===== src/rtl/opcode_type_pkg.sv =====
// opcode_type: shared definitions for the multi-cycle RV32I control unit.
// Holds the FSM state enum, RV32I opcode constants, ALU / load / store-mask
// encodings and the registered control bundle produced by the decoder.
package opcode_type;

    // FETCH is encoded as zero so the forced-zero outputs during reset also
    // read back as FETCH on the state port.
    typedef enum logic [2:0] {
        S_FETCH  = 3'd0,
        S_DECODE = 3'd1,
        S_EXEC   = 3'd2,
        S_MEM    = 3'd3,
        S_WB     = 3'd4,
        S_TRAP   = 3'd5
    } state_e;

    localparam logic [6:0] OPC_LUI    = 7'b0110111;
    localparam logic [6:0] OPC_AUIPC  = 7'b0010111;
    localparam logic [6:0] OPC_JAL    = 7'b1101111;
    localparam logic [6:0] OPC_JALR   = 7'b1100111;
    localparam logic [6:0] OPC_BRANCH = 7'b1100011;
    localparam logic [6:0] OPC_LOAD   = 7'b0000011;
    localparam logic [6:0] OPC_STORE  = 7'b0100011;
    localparam logic [6:0] OPC_OPIMM  = 7'b0010011;
    localparam logic [6:0] OPC_OP     = 7'b0110011;

    localparam logic [3:0] ALU_ADD   = 4'b0000;
    localparam logic [3:0] ALU_SLL   = 4'b0001;
    localparam logic [3:0] ALU_SLT   = 4'b0010;
    localparam logic [3:0] ALU_SLTU  = 4'b0011;
    localparam logic [3:0] ALU_XOR   = 4'b0100;
    localparam logic [3:0] ALU_SRL   = 4'b0101;
    localparam logic [3:0] ALU_OR    = 4'b0110;
    localparam logic [3:0] ALU_AND   = 4'b0111;
    localparam logic [3:0] ALU_SUB   = 4'b1000;
    localparam logic [3:0] ALU_SRA   = 4'b1101;
    localparam logic [3:0] ALU_PASSB = 4'b1011;

    localparam logic [2:0] LD_LB   = 3'b000;
    localparam logic [2:0] LD_LH   = 3'b001;
    localparam logic [2:0] LD_LW   = 3'b010;
    localparam logic [2:0] LD_LBU  = 3'b011;
    localparam logic [2:0] LD_LHU  = 3'b100;
    localparam logic [2:0] LD_NONE = 3'b111;

    localparam logic [3:0] BM_B = 4'b0001;
    localparam logic [3:0] BM_H = 4'b0011;
    localparam logic [3:0] BM_W = 4'b1111;

    localparam logic [1:0] WB_ALU = 2'b00;
    localparam logic [1:0] WB_LD  = 2'b01;
    localparam logic [1:0] WB_PC4 = 2'b10;

    typedef struct packed {
        logic       insn_vld;
        logic       is_branch;
        logic       is_load;
        logic       is_store;
        logic       is_jump;
        logic [2:0] br_f3;      // branch condition selector, kept for EXEC
        logic       br_un;
        logic       a_sel;
        logic       b_sel;
        logic [3:0] alu_sel;
        logic [2:0] ld_sel;
        logic [3:0] bmask;
        logic [1:0] wb_sel;
    } ctrl_t;

endpackage


===== src/rtl/rv_decoder.sv =====
// rv_decoder: purely combinational RV32I decode.
// Ports: instr (32-bit instruction) -> ctrl (control bundle), insn_vld (legal).
module rv_decoder
    import opcode_type::*;
(
    input  logic [31:0] instr,
    output ctrl_t       ctrl,
    output logic        insn_vld
);

    logic [6:0] opc;
    logic [2:0] f3;
    logic [6:0] f7;
    logic       unused_fields;

    assign opc = instr[6:0];
    assign f3  = instr[14:12];
    assign f7  = instr[31:25];
    // Register and immediate fields belong to the datapath, not to control.
    assign unused_fields = ^{instr[24:15], instr[11:7]};

    always_comb begin
        ctrl          = '0;
        ctrl.insn_vld = 1'b1;
        ctrl.br_f3    = f3;
        ctrl.br_un    = 1'b1;
        ctrl.b_sel    = 1'b1;
        ctrl.alu_sel  = ALU_ADD;
        ctrl.ld_sel   = LD_NONE;
        ctrl.bmask    = BM_W;
        ctrl.wb_sel   = WB_ALU;
        case (opc)
            OPC_LUI:   ctrl.alu_sel = ALU_PASSB;
            OPC_AUIPC: ctrl.a_sel = 1'b1;
            OPC_JAL: begin
                ctrl.a_sel   = 1'b1;
                ctrl.is_jump = 1'b1;
                ctrl.wb_sel  = WB_PC4;
            end
            OPC_JALR: begin
                ctrl.is_jump = 1'b1;
                ctrl.wb_sel  = WB_PC4;
            end
            OPC_BRANCH: begin
                // ALU forms the target pc+imm; comparator handles the condition.
                ctrl.is_branch = 1'b1;
                ctrl.a_sel     = 1'b1;
                ctrl.br_un     = ~f3[1];
                ctrl.insn_vld  = (f3 != 3'b010) && (f3 != 3'b011);
            end
            OPC_LOAD: begin
                ctrl.is_load = 1'b1;
                ctrl.wb_sel  = WB_LD;
                case (f3)
                    3'b000:  ctrl.ld_sel = LD_LB;
                    3'b001:  ctrl.ld_sel = LD_LH;
                    3'b010:  ctrl.ld_sel = LD_LW;
                    3'b100:  begin ctrl.ld_sel = LD_LBU; ctrl.br_un = 1'b0; end
                    3'b101:  begin ctrl.ld_sel = LD_LHU; ctrl.br_un = 1'b0; end
                    default: ctrl.insn_vld = 1'b0;
                endcase
            end
            OPC_STORE: begin
                ctrl.is_store = 1'b1;
                case (f3)
                    3'b000:  ctrl.bmask = BM_B;
                    3'b001:  ctrl.bmask = BM_H;
                    3'b010:  ctrl.bmask = BM_W;
                    default: ctrl.insn_vld = 1'b0;
                endcase
            end
            OPC_OPIMM: begin
                // Only srai carries an op modifier in funct7; other immediates
                // use those bits as immediate data.
                ctrl.alu_sel = {(f3 == 3'b101) && f7[5], f3};
                ctrl.br_un   = (f3 != 3'b011);
                if (f3 == 3'b001)
                    ctrl.insn_vld = (f7 == 7'h00);
                else if (f3 == 3'b101)
                    ctrl.insn_vld = (f7 == 7'h00) || (f7 == 7'h20);
            end
            OPC_OP: begin
                ctrl.b_sel    = 1'b0;
                ctrl.alu_sel  = {f7[5], f3};
                ctrl.br_un    = (f3 != 3'b011);
                ctrl.insn_vld = (f7 == 7'h00) ||
                                ((f7 == 7'h20) && ((f3 == 3'b000) || (f3 == 3'b101)));
            end
            default: ctrl.insn_vld = 1'b0;
        endcase
    end

    assign insn_vld = ctrl.insn_vld;

endmodule


===== src/rtl/mc_control_unit.sv =====
// mc_control_unit: multi-cycle RV32I control FSM.
// Inputs: clk, rst (sync, active high), instr, imem_ack, dmem_ack, br_less, br_equal.
// Outputs: fetch/memory/writeback strobes, registered control bundle
// (br_un, a_sel, b_sel, alu_sel, ld_sel, bmask, wb_sel, insn_vld),
// sticky illegal/timeout traps, retire pulse, instret counter, state.
module mc_control_unit
    import opcode_type::*;
#(
    parameter int CNT_W       = 32,
    parameter int MEM_TIMEOUT = 16
) (
    input  logic             clk,
    input  logic             rst,
    input  logic [31:0]      instr,
    input  logic             imem_ack,
    input  logic             dmem_ack,
    input  logic             br_less,
    input  logic             br_equal,
    output logic             imem_req,
    output logic             ir_wr_en,
    output logic             pc_wr_en,
    output logic             pc_sel,
    output logic             reg_wr_en,
    output logic             br_un,
    output logic             a_sel,
    output logic             b_sel,
    output logic [3:0]       alu_sel,
    output logic             dmem_req,
    output logic             wr_en,
    output logic [2:0]       ld_sel,
    output logic [3:0]       bmask,
    output logic [1:0]       wb_sel,
    output logic             insn_vld,
    output logic             illegal,
    output logic             timeout,
    output logic             retire,
    output logic [CNT_W-1:0] instret,
    output logic [2:0]       state
);

    state_e           st_q, st_d;
    ctrl_t            dec, bnd_q;
    logic             dec_vld;
    logic [7:0]       wait_q;
    logic [CNT_W-1:0] instret_q;
    logic             ill_q, to_q;
    logic             taken, to_hit, waiting;
    logic             imem_c, irw_c, pcw_c, pcs_c, regw_c, dreq_c, wen_c, ret_c;

    rv_decoder u_dec (
        .instr    (instr),
        .ctrl     (dec),
        .insn_vld (dec_vld)
    );

    always_comb begin
        case (bnd_q.br_f3)
            3'b000:         taken = br_equal;
            3'b001:         taken = ~br_equal;
            3'b100, 3'b110: taken = br_less;
            3'b101, 3'b111: taken = ~br_less | br_equal;
            default:        taken = 1'b0;
        endcase
    end

    // wait_q counts cycles already spent waiting, so the last allowed cycle
    // is MEM_TIMEOUT-1; an ack in that cycle is checked first and wins.
    assign waiting = (st_q == S_FETCH) || (st_q == S_MEM);
    assign to_hit  = (wait_q == 8'(MEM_TIMEOUT - 1));

    always_comb begin
        st_d   = st_q;
        imem_c = 1'b0;
        irw_c  = 1'b0;
        pcw_c  = 1'b0;
        pcs_c  = 1'b0;
        regw_c = 1'b0;
        dreq_c = 1'b0;
        wen_c  = 1'b0;
        ret_c  = 1'b0;
        case (st_q)
            S_FETCH: begin
                imem_c = 1'b1;
                if (imem_ack) begin
                    irw_c = 1'b1;
                    st_d  = S_DECODE;
                end else if (to_hit) begin
                    st_d = S_TRAP;
                end
            end
            S_DECODE: st_d = dec_vld ? S_EXEC : S_TRAP;
            S_EXEC: begin
                if (bnd_q.is_branch) begin
                    pcw_c = 1'b1;
                    pcs_c = taken;
                    ret_c = 1'b1;
                    st_d  = S_FETCH;
                end else if (bnd_q.is_load || bnd_q.is_store) begin
                    st_d = S_MEM;
                end else begin
                    st_d = S_WB;
                end
            end
            S_MEM: begin
                dreq_c = 1'b1;
                wen_c  = bnd_q.is_store;
                if (dmem_ack) begin
                    if (bnd_q.is_store) begin
                        pcw_c = 1'b1;
                        ret_c = 1'b1;
                        st_d  = S_FETCH;
                    end else begin
                        st_d = S_WB;
                    end
                end else if (to_hit) begin
                    st_d = S_TRAP;
                end
            end
            S_WB: begin
                regw_c = 1'b1;
                pcw_c  = 1'b1;
                pcs_c  = bnd_q.is_jump;
                ret_c  = 1'b1;
                st_d   = S_FETCH;
            end
            S_TRAP:  st_d = S_TRAP;
            default: st_d = S_FETCH;
        endcase
    end

    always_ff @(posedge clk) begin
        if (rst) begin
            st_q      <= S_FETCH;
            bnd_q     <= '0;
            wait_q    <= '0;
            instret_q <= '0;
            ill_q     <= 1'b0;
            to_q      <= 1'b0;
        end else begin
            st_q <= st_d;
            if (st_q == S_DECODE) begin
                bnd_q <= dec;
                if (!dec_vld) ill_q <= 1'b1;
            end
            if (st_d != st_q)
                wait_q <= '0;
            else if (waiting)
                wait_q <= wait_q + 8'd1;
            if (waiting && (st_d == S_TRAP)) to_q <= 1'b1;
            if (ret_c) instret_q <= instret_q + 1'b1;
        end
    end

    // Everything is forced low while rst is held, including mid-transaction.
    assign imem_req  = imem_c & ~rst;
    assign ir_wr_en  = irw_c  & ~rst;
    assign pc_wr_en  = pcw_c  & ~rst;
    assign pc_sel    = pcs_c  & ~rst;
    assign reg_wr_en = regw_c & ~rst;
    assign dmem_req  = dreq_c & ~rst;
    assign wr_en     = wen_c  & ~rst;
    assign retire    = ret_c  & ~rst;
    assign br_un     = bnd_q.br_un & ~rst;
    assign a_sel     = bnd_q.a_sel & ~rst;
    assign b_sel     = bnd_q.b_sel & ~rst;
    assign alu_sel   = rst ? 4'd0 : bnd_q.alu_sel;
    assign ld_sel    = rst ? 3'd0 : bnd_q.ld_sel;
    assign bmask     = rst ? 4'd0 : bnd_q.bmask;
    assign wb_sel    = rst ? 2'd0 : bnd_q.wb_sel;
    assign insn_vld  = bnd_q.insn_vld & ~rst & (st_q != S_TRAP);
    assign illegal   = ill_q & ~rst;
    assign timeout   = to_q & ~rst;
    assign instret   = rst ? '0 : instret_q;
    assign state     = rst ? 3'd0 : 3'(st_q);

endmodule


===== config.mk =====
export PLATFORM = sky130hd
export DESIGN_NAME = mc_control_unit
export DESIGN_NICKNAME = d
export VERILOG_FILES = /design/src/rtl/opcode_type_pkg.sv /design/src/rtl/rv_decoder.sv /design/src/rtl/mc_control_unit.sv
export SDC_FILE = /design/constraint.sdc
export NUM_CORES = 1
export LEC_CHECK = 0
export ABC_CLOCK_PERIOD_IN_PS = 1800
export CAP_MARGIN = 10
export CORE_AREA = 2 2 84 86
export DETAILED_ROUTE_END_ITERATION = 7
export DIE_AREA = 0 0 86 88
export DONT_BUFFER_PORTS = 1
export GPL_ROUTABILITY_DRIVEN = 1
export PLACE_DENSITY = 0.83
export SYNTH_ARGS = -nofsm -noshare
export SYNTH_HDL_FRONTEND = slang
export SYNTH_SLANG_ARGS = --single-unit
export TNS_END_PERCENT = 10

===== constraint.sdc =====
create_clock -name clk -period 1.8 [get_ports clk]
set_clock_uncertainty 0.05 [all_clocks]
set_input_delay 0.18 -clock clk [delete_from_list [all_inputs] [get_ports clk]]
set_output_delay 0.18 -clock clk [all_outputs]
set_load 0.02 [all_outputs]

# Word-level counts from Yosys, hierarchy flattened
# Cells that the tools add are included.
# W data, S select, Z words.
totals:
  regBits: 69
  input_bits: 38
  output_inout_bits: 62
  wordCells: 140
classes:
  add_sub_neg: 2
  n_eq_ne: 30
  mux: 46
  bitwise_logic: 20
  n_reduce_logical: 24
ops:
  columns: ["op", "n"]
  rows:
  - ["$add A32 B1 Y32 const B", 1]
  - ["$mux W32", 1]
  - ["$mux W3", 10]
  - ["$pmux W3 S5", 2]
  - ["$eq A7 B6 Y1 const B", 4]
  - ["$eq A3 B3 Y1 const B", 9]
  - ["$eq A7 B7 Y1 const B", 3]
  - ["$mux W1", 21]
  - ["$and A1 B1 Y1", 14]
  - ["$eq A7 B5 Y1 const B", 2]
  - ["$mux W4", 3]
  - ["$pmux W4 S3", 1]
  - ["$reduce_or A2 Y1", 6]
  - ["$eq A3 B1 Y1 const B", 3]
  - ["$eq A3 B2 Y1 const B", 3]
  - ["$logic_not A3 Y1", 3]
  - ["$add A8 B1 Y8 const B", 1]
  - ["$eq A8 B4 Y1 const B", 1]
  - ["$pmux W4 S2", 1]
  - ["$eq A7 B2 Y1 const B", 1]
  - ["$logic_not A7 Y1", 1]
  - ["$ne A3 B2 Y1 const B", 2]
  - ["$pmux W1 S3", 2]
  - ["$pmux W1 S6", 1]
  - ["other kinds (14)", 26]

# Depth between registers and ports, before layout
# Gate-level depths: netlist of the first run.
logic_depth:
  word_depth: 9
  mapped_depth: 7
  depth_no_buf: 7

# By module
# From an unflattened synthesis of the first run, not the netlist that was laid out.
unflattened:
  hier_cells: 512
  hier_area_um2: 4002.6
by_module_without_submodules:
  columns: ["module", "n_inst", "cells_each", "area_per_inst_um2", "seq_area_each_um2"]
  rows:
  - ["mc_control_unit", 1, 449, 3582.2, 1381.3]
  - ["rv_decoder", 1, 63, 420.4, 0.0]

# Worst setup path before layout of the first run
# Ideal clock, no wire load.
synth_timing:
  path_kind: "flip-flop to flip-flop"
  start: "reg wait_q[4]"
  end: "reg wait_q[0]"
  setup_time_ns: 0.131
  arrival_ns: 1.708
  t_required_ns: 1.619
  path_slack_ns: -0.090
  stages_incl_launch_ff: 7
  n_path_buf: 0
  period_less_slack_ns: 1.890
  path_cell_list: "dfxtp_1 > or4_1 > o21ba_2 > o311ai_1 > nor2b_1 > a211o_2 > nor3_1"
synth_between:
  elab_chain_len: 6
  word_cells_on_any_way: 7
  classes_between: "2 x eq/ne; 4 x mux; 1 x reduce/logical"
synth_lines:
  columns: ["element", "line", "text"]
  rows:
  - ["start: declaration", "mc_control_unit.sv:44", "logic [7:0] wait_q;"]
  - ["start signal: assignment", "mc_control_unit.sv:148", "wait_q <= wait_q + 8'd1;"]
  - ["$eq A8 B4 Y1 (*)", "mc_control_unit.sv:69", "assign to_hit = (wait_q == 8'(MEM_TIMEOUT - 1));"]
  - ["$mux W3 (*)", "mc_control_unit.sv:87, mc_control_unit.sv:115", null]
  - ["$mux W3, on equally long branches", "mc_control_unit.sv:107, mc_control_unit.sv:84", null]
  - ["$pmux W3 S5 (*)", "mc_control_unit.sv:81", "case (st_q)"]
  - ["$ne A3 B3 Y1 (*)", "mc_control_unit.sv:145", "if (st_d != st_q)"]
  - ["$reduce_or A2 Y1 (no line) (*)", null, null]
# Mark *: on every way between the ends. The rest lies on a longest branch, timed or not.
# A chain may end at the register's enable or synchronous reset.

# Worst setup path after layout of the first run
layout_timing:
  start: "reg st_q[2]"
  end: "reg wait_q[1]"
layout_between:
  elab_chain_len: 5
  word_cells_on_any_way: 12
  classes_between: "5 x eq/ne; 4 x mux; 3 x reduce/logical"
layout_lines:
  columns: ["element", "line", "text"]
  rows:
  - ["start: declaration", "mc_control_unit.sv:41", "state_e st_q, st_d;"]
  - ["start signal: assignment", "mc_control_unit.sv:140", "st_q <= st_d;"]
  - ["$mux W3", "mc_control_unit.sv:87, mc_control_unit.sv:115", null]
  - ["$mux W3, on equally long branches", "mc_control_unit.sv:107, mc_control_unit.sv:84", null]
  - ["$pmux W3 S5", "mc_control_unit.sv:81", null]
  - ["$ne A3 B3 Y1", "mc_control_unit.sv:145", null]
  - ["$reduce_or A2 Y1 (no line)", null, null]
# Parallel ways exist; a longest one is shown, timed or not.

==> flow_summary.ini, run 1 <==
[timing]
setup_viol = 26
fin_crit_ps = 1910
hold_viol = 0
worst_slack_ps = -113
worst_slew_pin_slew_ps = 553
rsz0062_at_grt = true
fmax_mhz = 523
post-route-period-util_pct = 106
whs_ps = 8.05
tns_ps = -1130
slew_headroom_pct = 63.1
drv_slew = 0

[cts]
cts_sinks = 68
cts_tree = done
clkTransAtPathRegs_ps = 80
clock-root-buffer = clkbuf_8
htree_levels = 3
clk_path_buf_depth = 2
cts_buffers = 9
clock_latency_ps = 340

[yosys]
ys_ff_latch = 68
synth_edf_count = 0
ys_top_cells_by_count = nor2_1, dfxtp_1, nor2b_1
ys_types = 61
yosysWarnings = 0
synth-seq-area-share_pct = 36.7
synth_area_leaders = dfxtp_1, nor2b_1, nor2_1, xnor2_1, nand2_1
yosys.area.top_type_share_pct = 36.7
synthArstFlopShare_pct = 0
synth_cells = 473
syn_area_sq_um = 3710
synth.most_common_cell = nor2_1
synth_area_leader_cell = dfxtp_1
synth_nets = 513
syn_area_per_cell_sq_um = 7.84
synth_top_flop_cell = dfxtp_1

[pwr]
pwr_density_cell_nw_per_um2 = 816
total_leakage_power_nw = 1.74
max-vdd-ir-drop_uv = 577

[run_status]
status = finished with violations
violations = negative setup slack

[grt]
overflow = 0
grt_usage_pct = 25.1
grt_pass1_vias = 3296
grt_max_degree = 61
antenna_found_initial = 0
grt_pass1_wl_mm = 15.4

[min_path]
holdPathStages = 3
hold_start = instr[12]
hold_path.class = in -> reg
holdPathEnd = bnd_q[7]$_SDFFE_PP0N_

[worst_setup_path]
r2r_start = st_q[2]$_SDFF_PP0_
crit_chain = and2b_2 -> or4b_4 -> and3_4 -> a211o_4 -> nor3_1
cp_data_required_time_ps = 2010
crit_type = reg -> reg
start_kind = flip-flop
end_kind = flip-flop
rr_worst_depth = 5
max_stage_delay_ps = 480
reg2reg_to = wait_q[1]$_SDFFE_PP0P_
cp.arrival_ps = 2120
critical_path_buf_inv_count = 0
crit_slowest_cell = or4b_4
rrSetupSlack_ps = -110
path_max_fanout = 8
critical_path.top_delay_family = simple AND/OR/NAND/NOR gates

[flow_run]
cap_violations = 0

[route]
drtIter0Drc = 185
dr.pass1.iters = 5
ant_nets = 0
wire_per_inst_microns = 15.9
viasPerCell = 5.75
vias = 3526
drc = 0
drt-total-wl_mm = 9.76

[floorplanning]
core-area_sq_um = 6640
boundaryPins = 100
rows = 30
dieArea_sq_um = 7570
die_w_microns = 86
initial_utilization_pct = 55.8
dieHeight_microns = 88

[cells_and_area]
fin_nets = 568
layout-drive-gt1-share_pct = 24.2
area_growth_syn_to_layout_pct = 25.1
antenna_cells = 0

[placement]
portBuffers = 0
dp_slack_ps = -200
hpwlAfterDp_mm = 6.27
place.gp.congestion = 0.928
-- timing repair --
| item | 4_1_cts | 5_1_grt |
|---|---|---|
| setup endpoints to repair | 32 | 44 |
| buffers inserted | 4 | 4 |
| hold buffers | 7 | 0 |
| hold endpoints to repair | 54 | 0 |
| gates resized for setup | 25 | 18 |
| pin swaps | 8 | 6 |
-- cell families (layout without fill, tap and decap cells) --
family | count (synthesis) | in the layout | share of synthesized area (%)
AO/OA/AOI/OAI | 72 | 72 | 12.5
flip-flops | 68 | 68 | 36.7
adder cells (fa/ha/maj) | 2 | 2 | 0.674
buffers and inverters | 42 | 102 | 4.59
AND/OR/NAND/NOR | 252 | 252 | 36.6
multiplexers | 3 | 3 | 0.843
XOR/XNOR | 34 | 34 | 8.03
-- area by class of cell --
type | instances | area [sq um]
clock buffers | 12 | 145
multi-input cells | 363 | 2370
inverters | 14 | 52.6
flip-flops and latches | 68 | 1370
repair buffers | 72 | 581
clock inverters | 4 | 25.0
well taps | 80 | 100
fillers | 507 | 2000
-- flip-flops by register name, summed over array words and instances (netlist names) --
name and flops:
ill_q 1, to_q 1, bnd_q 23, st_q 3, instret_q 32, wait_q 8
-- cells in the final DEF, fill, tap and decap left out, drive strengths merged, types with 8 or more instances in the layout --
| cell type | count |
|---|---|
| dfxtp | 68 |
| inv | 14 |
| a21oi | 23 |
| clkbuf | 12 |
| nor3 | 25 |
| nor2b | 51 |
| nand2 | 34 |
| nor4 | 10 |
| o21ai | 16 |
| buf | 66 |
| nor2 | 72 |
| xnor2 | 28 |
| nand3 | 15 |
| or3 | 8 |
-- worst register-to-register path: stages (launching register included) --
cell     delay, ps
dfxtp_2        320
and2b_2        240
or4b_4         480
and3_4         190
a211o_4        380
nor3_1         180
-- metal layers --
metal  share of wire (%)  global-route usage, %  vias to the layer above
met1                  42                   31.8                     1671
met4                 1.5                   10.4                        0
li1                    -                      -                     1724
met3                 6.3                   4.90                       15
met5                   0                      0                        -
met2                  50                   41.9                      116
-- metrics by stage --
step / total power [W] / utilization [%] / instances / area (sq um)
finish: 0.00379 / 69.9 / 613 / 4640
global route: 0.00396 / 69.9 / 613 / 4640
CTS: 0.00370 / 67.9 / 609 / 4510
detailed placement: 0.00254 / 62.4 / 582 / 4140
global placement: 0.00251 / 62.4 / 582 / 4140
floorplan: 0.00236 / - / 473 / 3720
-- power by group --
group	leakage [nW]	internal, W	switching, W
clock	0.0824	0.000534	0.000594
combinational	1.10	0.000389	0.000580
sequential	0.554	0.00162	0.0000675
-- how the worst max path moves through the flow --
stage,from,to,depth (start not counted)
6_report,st_q[2]$_SDFF_PP0_,wait_q[1]$_SDFFE_PP0P_,5
5_1_grt,instret_q[8]$_SDFFE_PP0P_,instret_q[27]$_SDFFE_PP0P_,7
4_1_cts,wait_q[7]$_SDFFE_PP0P_,wait_q[4]$_SDFFE_PP0P_,6
3_5_place_dp,st_q[2]$_SDFF_PP0_,instret_q[19]$_SDFFE_PP0P_,6
3_3_place_gp,st_q[2]$_SDFF_PP0_,instret_q[19]$_SDFFE_PP0P_,6
2_1_floorplan,instret_q[7]$_SDFFE_PP0P_,instret_q[25]$_SDFFE_PP0P_,6
No activity file was read; power rests on OpenSTA's default activity.
==> run 2: changes to the inputs <==
CAP_MARGIN = 20   (was 10)
TNS_END_PERCENT = 100   (was 10)
==> run 2 against run 1 <==
  * Worst hold slack better by 4.3 ps
  * The flow still finishes with violations (negative setup slack)
  * Routed wire length up 13%
  * Register-to-register slack worse by 90 ps
  * Core utilization up 5.0 points
  * Largest cell class unchanged
  * Clock-buffer cell count down 2
  * Non-clock buffer count up 15
  * First-iteration DRC count up 36%
  * Via count up 6.6%
==> flow_summary.ini, run 2 (synthesis results as in run 1) <==
[run_status]
status = finished with violations
violations = negative setup slack

[pwr]
internal-power_w = 0.00253
swShare_pct = 32.7
total_leakage_power_nw = 1.97
p_switching_w = 0.00123
pwr_density_cell_nw_per_um2 = 756
seq_power_share_pct = 45.1
max-vdd-ir-drop_uv = 548
p_comb_share_pct = 27.8
p_clk_share_pct = 27.1

[cells_and_area]
area_growth_syn_to_layout_pct = 34.2
largest_register_ffs = 32
regMostFlops = instret_q
layout-drive-gt1-share_pct = 30.5
final_common_cell = nor2_1
finalInstanceArea_sq_um = 4980
mostFrequentLayoutCells = nor2_1, buf_4, dfxtp_1
reg_top3 = instret_q: 32 flops, bnd_q: 23 flops, wait_q: 8 flops
filler_cell_count = 435
fin_nets = 583
antenna_cells = 0
finish.utilization_pct = 74.9

[placement]
place.gp.congestion = 0.892
place_area_sq_um = 4210
hpwlAfterDp_mm = 6.37
portBuffers = 0

[timing]
worst_slack_ps = -200
worst_slew_pin_slew_ps = 528
slew_headroom_pct = 64.7
fin_crit_ps = 2000
drv_slew = 0
setup_viol = 35
hold_viol = 0
rsz0062_at_grt = true
post-route-period-util_pct = 111
fmax_mhz = 500

[worst_setup_path]
cp_data_required_time_ps = 1970
path_max_fanout = 6
end_kind = flip-flop
cp.arrival_ps = 2170
crit_type = reg -> reg
rr_worst_depth = 8
start_kind = flip-flop

[floorplanning]
boundaryPins = 100
rows = 30
dieArea_sq_um = 7570
die_w_microns = 86
dieHeight_microns = 88
initial_utilization_pct = 55.8
core-area_sq_um = 6640

[route]
dr.pass1.iters = 7
viasPerCell = 6.01
vias = 3758
wire_per_inst_microns = 17.7
drt-total-wl_mm = 11.1
drtIter0Drc = 252
drc = 0
ant_nets = 0

[cts]
clkTransAtPathRegs_ps = 70
htree_levels = 3
cts_sinks = 68
cts_buffers = 9
cts_tree = done
clock-root-buffer = clkbuf_8
clock_latency_ps = 330
clk_path_buf_depth = 2

[min_path]
holdPathStages = 3
hold_path.class = in -> reg

[grt]
grt_pass1_vias = 3434
grt_max_degree = 62
grt_usage_pct = 26.2
grt_pass1_wl_mm = 15.9
overflow = 0
antenna_found_initial = 0

[flow_run]
cap_violations = 0
[run 2: cell types whose count changed in the layout (fill, tap and decap cells not counted), moves of 3 or more]
cell     previous run  this run
nor2b_2             0         3
nor2_4              0         4
nor2_1             70        66
nor3_4              0         3
dfxtp_2             5        14
nor4_2              5         1
o21ai_0            12         8
nor4_4              3         7
dfxtp_1            62        54
nor2b_1            50        47
buf_6               0        12
[run 2: repair_timing]
action	4_1_cts	5_1_grt
hold buffers	7	0
setup endpoints to repair	32	41
pin swaps	17	25
hold endpoints to repair	53	0
gates resized for setup	40	56
cloned	0	0
setup buffers	4	13
[run 2: worst paths after layout]
kind	start	to	slack [ps]
setup / recovery	instret_q[6]$_SDFFE_PP0P_	instret_q[28]$_SDFFE_PP0P_	-200
hold / removal	dmem_ack	st_q[1]$_SDFF_PP0_	10
setup reg to reg	instret_q[6]$_SDFFE_PP0P_	instret_q[28]$_SDFFE_PP0P_	-200
hold reg to reg	bnd_q[11]$_SDFFE_PP0N_	bnd_q[11]$_SDFFE_PP0N_	410
[run 2: layout make-up]
| cell class | count | area, sq um | area share (%) |
|---|---|---|---|
| Timing Repair Buffer | 87 | 771 | 15.5 |
| Clock inverter | 3 | 17.5 | 0.352 |
| Inverter | 14 | 52.6 | 1.06 |
| Multi-Input combinational cell | 363 | 2530 | 50.8 |
| Clock buffer | 10 | 128 | 2.56 |
| Tap cell | 80 | 100 | 2.01 |
| Sequential cell | 68 | 1380 | 27.7 |
[run 2: power groups by stage]
stage / registers [W] / clock network, W / logic (W)
6_report: 0.00170 / 0.00102 / 0.00104
4_1_cts: 0.00169 / 0.00103 / 0.000973
3_3_place_gp: 0.00171 / 0 / 0.000826
5_1_grt: 0.00171 / 0.00110 / 0.00113
2_1_floorplan: 0.00171 / 0 / 0.000658
3_5_place_dp: 0.00172 / 0 / 0.000852
[run 2: worst max-delay path, cell delays in order, from the launching register on]
cell and delay, ps:
dfxtp_2 340, nand4_1 180, nor4_4 370, nand4_4 210, buf_4 200, buf_6 120
nor4_4 220, xnor2_1 150, nor2_1 50
[run 2: per-stage QoR]
stage          worst slack [ps]  std cells  TNS (ps)  total power (W)  hold WS, ps
6_report                   -200        625     -3510          0.00376         12.3
5_1_grt                    -314        625     -7030          0.00393         12.5
4_1_cts                   -96.9        612      -996          0.00369        0.984
3_5_place_dp               -182        589     -2020          0.00257          208
3_3_place_gp              -85.0        589      -685          0.00254          208
2_1_floorplan             -33.1        473      -144          0.00236          287
[run 2: routing by layer]
metal / routed length (microns) / vias to the layer above / global-route usage (%)
met3: 717 / 34 / 6.13
met2: 5830 / 162 / 45.2
met5: 0 / - / 0
met4: 300 / 0 / 10.4
met1: 4220 / 1812 / 31.7
li1: - / 1750 / -
